===== src/rtl/hub75_panel_rx.sv =====
// HUB75 receive side: oversamples the panel bus, rebuilds each latched row pair
// and replays it as a valid/ready pixel stream, plus NOE-low time per line.
module hub75_panel_rx #(
  parameter int COLS        = 64,
  parameter int ROW_BITS    = 5,
  parameter int SYNC_STAGES = 2
) (
  input  logic                              clk,
  input  logic                              rst,
  input  logic                              LP_CLK,
  input  logic                              LATCH,
  input  logic                              NOE,
  input  logic [ROW_BITS-1:0]               ROW,
  input  logic [2:0]                        RGB0,
  input  logic [2:0]                        RGB1,
  output logic                              pix_valid,
  input  logic                              pix_ready,
  output logic [ROW_BITS+$clog2(COLS):0]    pix_addr,
  output logic [2:0]                        pix_rgb,
  output logic                              line_done,
  output logic                              shift_err,
  output logic                              overrun,
  output logic [15:0]                       oe_cycles
);
  localparam int CW  = $clog2(COLS);
  localparam int SCW = CW + 1;
  localparam int IW  = 3 + ROW_BITS + 6;
  localparam logic [SCW-1:0] COLS_C   = SCW'(COLS);
  localparam logic [SCW-1:0] SAT_C    = SCW'(COLS + 1);
  localparam logic [CW-1:0]  LAST_COL = CW'(COLS - 1);

  typedef enum logic [1:0] {IDLE, EMIT_TOP, EMIT_BOT} state_t;

  logic [IW-1:0]       sync_q [SYNC_STAGES];
  logic                lp_s, latch_s, noe_s, lp_d, latch_d, lp_rise, latch_rise;
  logic [ROW_BITS-1:0] row_s, row_l;
  logic [2:0]          rgb0_s, rgb1_s;
  logic [2:0]          sh0 [COLS];
  logic [2:0]          sh1 [COLS];
  logic [2:0]          sh0_n [COLS];
  logic [2:0]          sh1_n [COLS];
  logic [2:0]          hold0 [COLS];
  logic [2:0]          hold1 [COLS];
  logic [SCW-1:0]      shift_cnt, cnt_n;
  logic [15:0]         noe_cnt;
  logic [CW-1:0]       col, col_nx;
  logic                bot;
  state_t              state;

  always_ff @(posedge clk or posedge rst) begin
    if (rst) begin
      for (int unsigned i = 0; i < SYNC_STAGES; i++) sync_q[i] <= '0;
    end else begin
      sync_q[0] <= {LP_CLK, LATCH, NOE, ROW, RGB0, RGB1};
      for (int unsigned i = 1; i < SYNC_STAGES; i++) sync_q[i] <= sync_q[i-1];
    end
  end

  assign {lp_s, latch_s, noe_s, row_s, rgb0_s, rgb1_s} = sync_q[SYNC_STAGES-1];
  assign lp_rise    = lp_s & ~lp_d;
  assign latch_rise = latch_s & ~latch_d;
  assign col_nx     = col + 1'b1;
  assign bot        = (state == EMIT_BOT);

  // Shift results are formed combinationally so a same-cycle LATCH captures the new column.
  always_comb begin
    sh0_n = sh0;
    sh1_n = sh1;
    cnt_n = shift_cnt;
    if (lp_rise) begin
      if (shift_cnt < COLS_C) begin
        sh0_n[shift_cnt[CW-1:0]] = rgb0_s;
        sh1_n[shift_cnt[CW-1:0]] = rgb1_s;
      end
      if (shift_cnt != SAT_C) cnt_n = shift_cnt + 1'b1;
    end
  end

  always_ff @(posedge clk or posedge rst) begin
    if (rst) begin
      lp_d      <= 1'b0;
      latch_d   <= 1'b0;
      shift_cnt <= '0;
      noe_cnt   <= '0;
      oe_cycles <= '0;
      row_l     <= '0;
      col       <= '0;
      state     <= IDLE;
      pix_valid <= 1'b0;
      pix_addr  <= '0;
      pix_rgb   <= '0;
      line_done <= 1'b0;
      shift_err <= 1'b0;
      overrun   <= 1'b0;
      for (int unsigned i = 0; i < COLS; i++) begin
        sh0[i]   <= '0;
        sh1[i]   <= '0;
        hold0[i] <= '0;
        hold1[i] <= '0;
      end
    end else begin
      lp_d      <= lp_s;
      latch_d   <= latch_s;
      line_done <= 1'b0;
      shift_err <= 1'b0;
      overrun   <= 1'b0;
      sh0       <= sh0_n;
      sh1       <= sh1_n;
      shift_cnt <= cnt_n;
      if (!noe_s && noe_cnt != '1) noe_cnt <= noe_cnt + 1'b1;

      if (latch_rise) begin
        shift_cnt <= '0;
        oe_cycles <= noe_cnt;
        noe_cnt   <= '0;
        shift_err <= (cnt_n != COLS_C);
        if (state == IDLE) begin
          hold0 <= sh0_n;
          hold1 <= sh1_n;
          row_l <= row_s;
          col   <= '0;
          state <= EMIT_TOP;
        end else begin
          overrun <= 1'b1;
        end
      end

      case (state)
        EMIT_TOP, EMIT_BOT: begin
          if (!pix_valid) begin
            pix_valid <= 1'b1;
            pix_addr  <= {1'b0, row_l, col};
            pix_rgb   <= hold0[col];
          end else if (pix_ready) begin
            if (col == LAST_COL) begin
              col <= '0;
              if (!bot) begin
                state    <= EMIT_BOT;
                pix_addr <= {1'b1, row_l, {CW{1'b0}}};
                pix_rgb  <= hold1[0];
              end else begin
                state     <= IDLE;
                pix_valid <= 1'b0;
                line_done <= 1'b1;
              end
            end else begin
              col      <= col_nx;
              pix_addr <= {bot, row_l, col_nx};
              pix_rgb  <= bot ? hold1[col_nx] : hold0[col_nx];
            end
          end
        end
        default: ;
      endcase
    end
  end
endmodule


===== config.mk =====
export PLATFORM = sky130hd
export DESIGN_NAME = hub75_panel_rx
export DESIGN_NICKNAME = d
export VERILOG_FILES = /design/src/rtl/hub75_panel_rx.sv
export SDC_FILE = /design/constraint.sdc
export NUM_CORES = 2
export LEC_CHECK = 0
export ABC_AREA = 1
export BUFFER_PORTS_ARGS = -buffer_cell sky130_fd_sc_hd__buf_2
export CELL_PAD_IN_SITES_DETAIL_PLACEMENT = 1
export CELL_PAD_IN_SITES_GLOBAL_PLACEMENT = 1
export CORE_MARGIN = 3
export CORE_UTILIZATION = 48
export CTS_CLUSTER_SIZE = 40
export DETAILED_ROUTE_END_ITERATION = 6
export GPL_TIMING_DRIVEN = 0
export PLACE_DENSITY = 0.77
export SLEW_MARGIN = 20
export SYNTH_ARGS = -nofsm -noshare
export SYNTH_HDL_FRONTEND = slang
export SYNTH_SLANG_ARGS = --single-unit

===== constraint.sdc =====
create_clock -name clk -period 31.3 [get_ports clk]
set_input_delay 3.13 -clock clk [delete_from_list [all_inputs] [get_ports clk]]
set_output_delay 3.13 -clock clk [all_outputs]
set_load 0.05 [all_outputs]

Yosys cells after proc, flatten, opt, wreduce, memory -nomap -nowiden
Cells that the tools add are included.
{"block": "op_classes", "mux": 56, "order_cmp": 5, "bitwise_logic": 7, "n_eq_ne": 8, "addsub": 3, "n_reduce_logical": 8}
{"cell": "192-bit two-way mux", "count": 4}
{"cell": "192-bit bitwise mux", "count": 2}
{"cell": "3-bit binary-select mux with 6-bit select", "count": 3}
{"cell": "12-bit two-way mux", "count": 4}
{"cell": "3-bit two-way mux", "count": 12}
{"cell": "6-bit two-way mux", "count": 6}
{"cell": "16-bit two-way mux", "count": 2}
{"cell": "7-bit >= comparator (second input constant)", "count": 3}
{"cell": "7-bit two-way mux", "count": 3}
{"cell": "6-bit inverter with 7-bit output", "count": 3}
{"cell": "3-bit demux with 6-bit select", "count": 1}
{"cell": "16-bit by 1-bit adder with 16-bit output (second input constant)", "count": 1}
{"cell": "16-bit inequality test (second input constant)", "count": 1}
{"cell": "2-bit two-way mux", "count": 7}
{"cell": "7-bit inequality test (second input constant)", "count": 2}
{"cell": "1-bit two-way mux", "count": 12}
{"cell": "7-bit by 1-bit adder with 7-bit output (second input constant)", "count": 1}
{"cell": "7-bit by 1-bit < comparator with 1-bit output (second input constant)", "count": 1}
{"cell": "7-bit < comparator (second input constant)", "count": 1}
{"cell": "6-bit by 1-bit adder with 6-bit output (second input constant)", "count": 1}
{"cell": "6-bit equality test (second input constant)", "count": 1}
{"cell": "3-bit inequality test (second input constant)", "count": 1}
{"cell": "3-bit AND reduction", "count": 1}
{"cell": "1-bit bitwise AND", "count": 2}
{"cell": "other kinds (10)", "count": 12}
{"block": "word_totals", "in_bits": 17, "output_inout_bits": 35, "regBits": 869}

Logic depth before layout (Yosys ltp)
{"block": "logic_depth", "depth_word": 9, "depth_mapped": 15}

Least setup slack after synthesis
OpenSTA, ideal clock, no wires.
{"block": "synth_timing", "path_kind": "input port to flip-flop", "from": "in pix_ready", "to": "reg pix_addr[3]", "path_slack_ns": 27.324, "stages": 6, "setup_ns": 0.127, "arrival_time_ns": 3.849, "cell_sequence": "o21ai_0 > a21oi_1 > inv_2 > buf_2 > nand2_1 > o21ai_0"}
{"block": "synth_via", "elab_chain_cells": 2}
{"item": "from (decl)", "line": "17", "text": "input logic pix_ready,"}
{"item": "2-bit by 1-bit inequality test with 1-bit output (no source line)"}
{"item": "3-bit AND reduction (no source line)"}
{"item": "to (signal assigned)", "line": "132", "text": "pix_addr <= {1'b0, row_l, col};"}
{"item": "to (signal assigned)", "line": "139", "text": "pix_addr <= {1'b1, row_l, {CW{1'b0}}};"}
{"item": "to (signal assigned)", "line": "148", "text": "pix_addr <= {bot, row_l, col_nx};"}
{"item": "to (decl)", "line": "18", "text": "output logic [ROW_BITS+$clog2(COLS):0] pix_addr,"}
No other way between the ends.
A chain may end at the register's enable or synchronous reset.

==> results.yml <==
floorplanning:
  die_w_um: 286.2
  io_pins: 52
  dieArea_sq_um: 81880
  dieHeight_um: 286.2
  coreArea_sq_um: 77590
  rows: 102
  start_util_pct: 48.55
synth:
  syn_nets: 4456
  synth_area_leaders: "dfrtp_1 (58%), nand2_1 (14%), o21ai_0 (9.6%), nand3_1 (3.6%), inv_1 (3.1%)"
  synthFlopType: "dfrtp_1"
  async_reset_ff_share_pct: 100.0
  synthCells: 4433
  synthAdderAreaFrac_pct: 0.1993
  synth_compound_area_share_pct: 15.74
  netlist_top_cells_count: "nand2_1 (1400), dfrtp_1 (869), o21ai_0 (723)"
  synth_area_leader_cell: "dfrtp_1"
  synth_top_family_by_area: "simple AND/OR/NAND/NOR gates"
  muxShareOfSynthArea_pct: 0
  ys_ff_latch: 869
  yosys.cell_types.count: 44
  synth_xor_area_share_pct: 0.1362
  synth_area_sq_um: 37670
  synth_edf_count: 0
  yosysSeqAreaShare_pct: 57.72
  ys_warn_count: 0
  avgSynthCellArea_sq_um: 8.498
  synthSimpleGateAreaFrac_pct: 19.29
  synth_top_area_share_pct: 57.72
  yosysMostFrequentCell: "nand2_1"
cts:
  ctsResizeCount: 0
  cts_root_buf: "clkbuf_16"
  clk_latency_ns: 0.68
  htree_levels: 3
  cts_inserted_buffers: 92
  cts_tree: "yes"
  cts_sinks: 869
  cts_setup_buffers: 0
  cts_hold_buf: 0
  clockBufferDepth: 3
  clkSlewWorstSetupHoldPaths_ns: 0.06
sta:
  setup_viol: 0
  min_period_ns: 4.549
  hold_violations: 0
  max_freq_mhz: 219.8
  max_slew.worst_pin.slew_ns: 1.305
  fin_setup_tns_ns: 0
  finClkSkew_ns: 0.02016
  drv_slew: 0
  fin_crit_sh_pct: 14.53
  timing.slew.headroom_pct: 12.97
  rsz0062_at_grt: "false"
setup_path:
  r2r_cells: 15
  critPathMostFrequentCell: "buf_16"
  crit_arrival_ns: 5.35
  crit_chain: "buf_2 -> inv_8 -> buf_16 -> buf_16 -> buf_16 -> buf_16"
  cp_max_fo: 93
  worstPathRequired_ns: 32.10
  worstSetupEndpointType: "asynchronous set/reset pin"
  cp_slowest_cell: "buf_16"
  cp-start-kind: "input pin"
  path_class: "input pin to asynchronous set/reset pin"
  crit_path_max_incr_delay_ns: 0.40
grt:
  grt_max_degree: 101
  grt_pass1_vias: 35770
  grt_first_pass_wirelength_um: 251400
  gr-total-overflow: 0
  grt.total_usage_pct: 42.85
  antenna_found_initial: 5
power_and_ir_drop:
  power.share.clock_pct: 47.4
  ir_worst_vdd_uv: 49.03
  leakage_uw: 0.01984
  switching_share_pct: 24.11
  p_int_uw: 1814
  power_density_nw_per_um2: 55.76
  p_sw_uw: 576.4
  power.share.combinational_pct: 4.3
  p_seq_share_pct: 48.4
final_layout:
  nets: 4627
  syn_to_final_growth_pct: 13.81
  drive_gt1_share_pct: 8.634
  design_area_sq_um: 42880
  final_cells: 5730
hold_path:
  min_path_cells: 0
  hold_path_class: "register to register"
route:
  vias: 35670
  wl_met1_um: 68260
  wl_met3_um: 19480
  drc_errors: 5
  via_per_inst: 6.224
  wl_met2_um: 73670
  ant_nets: 0
  drt_first_iter_violations: 4197
  firstDrtPassIters: 7
  routedWlPerCell_um: 30.62
  wl_um: 175400
  dr.max_layer_used: "met5"
status:
  outcome: "finished, violations left"
  violations: "DRC"
job:
  cap_viol_max_count: 0
place:
  portBuffers: 51
  place_inst: 5550
  dp_hpwl_um: 121400
  placed_area_sq_um: 39760
  routabilityCongestion: 1.040
cell type report:
type	instances	area, sq um
plain buffers	313	1398
flip-flops and latches	869	21750
well taps	1040	1301
multi-input cells	2923	13340
clock inverters	34	424.2
inverters	328	1244
fillers	9256	34720
diodes	11	27.53
clock buffers	135	2664
repair buffers	77	735.7
state kept, by name, indices dropped and copies added, names as in the netlist, 5 cells and up:
| name | flops |
|---|---|
| col | 6 |
| hold0 | 192 |
| hold1 | 192 |
| noe_cnt | 16 |
| oe_cycles | 16 |
| pix_addr | 12 |
| row_l | 5 |
| row_s | 5 |
| sh0 | 192 |
| sh1 | 192 |
| shift_cnt | 7 |
| sync_q | 14 |
per-layer routing:
layer / track usage (%) / vias up
met5: 1.667 / -
met4: 27.81 / 6
li1: - / 14820
met2: 61.61 / 2164
met1: 56.75 / 18020
met3: 12.23 / 658
power groups by stage:
stage,registers [uW],clock network [uW],logic (uW)
finish,1160,1130,102
global route,1160,1190,112
CTS,1160,1130,102
detailed placement,1180,0,100
global placement,1180,0,91.3
floorplan,1180,0,57.2
cell usage in the layout (no fill, tap or decap), types with 15 or more instances in the layout:
cell type,instances
a21oi_1,184
buf_1,26
buf_2,158
buf_4,17
clkbuf_1,166
clkbuf_16,92
clkbuf_2,23
clkbuf_8,20
clkinv_2,15
dfrtp_1,869
inv_1,307
nand2_1,1400
nand3_1,270
nor2_1,58
nor3_1,15
o211ai_1,72
o21ai_0,723
o21ai_1,125
through the flow:
stage	power [uW]	hold slack (ns)	utilization [%]	setup slack, ns
after CTS	2392	0.3501	55.21	26.65
final	2391	0.3484	55.26	26.75
after floorplan	1237	0.3312	-	3.748
after global routing	2455	0.3597	55.22	26.46
after detailed placement	1277	0.3363	51.24	25.96
after global placement	1271	0.3315	50.56	-6.113
final timing paths:
check	from	end	slack (ns)
setup / recovery	rst	sh0[19]	26.75
hold / removal	sync_q[26]	latch_s	0.35
setup reg to reg	col[1]	pix_rgb[1]	27.63
hold reg to reg	sync_q[26]	latch_s	0.35
max in group clk	pix_addr[11]	pix_addr[11]	26.76
min in group asynchronous	rst	shift_cnt[2]	2.47
worst max-delay path, delay by kind of cell:
kind | cells | cell delay (ns)
buffers and inverters | 6 | 1.92
logic make-up after synthesis:
logic type	count (synthesis)
AOI/OAI and AO/OA	1133
xor gates and xnor gates	5
buffers and inverters	641
and+or+nand+nor	1779
adders and majority gates	6
DFF	869
Note: power is estimated with default switching activity, not from simulation.
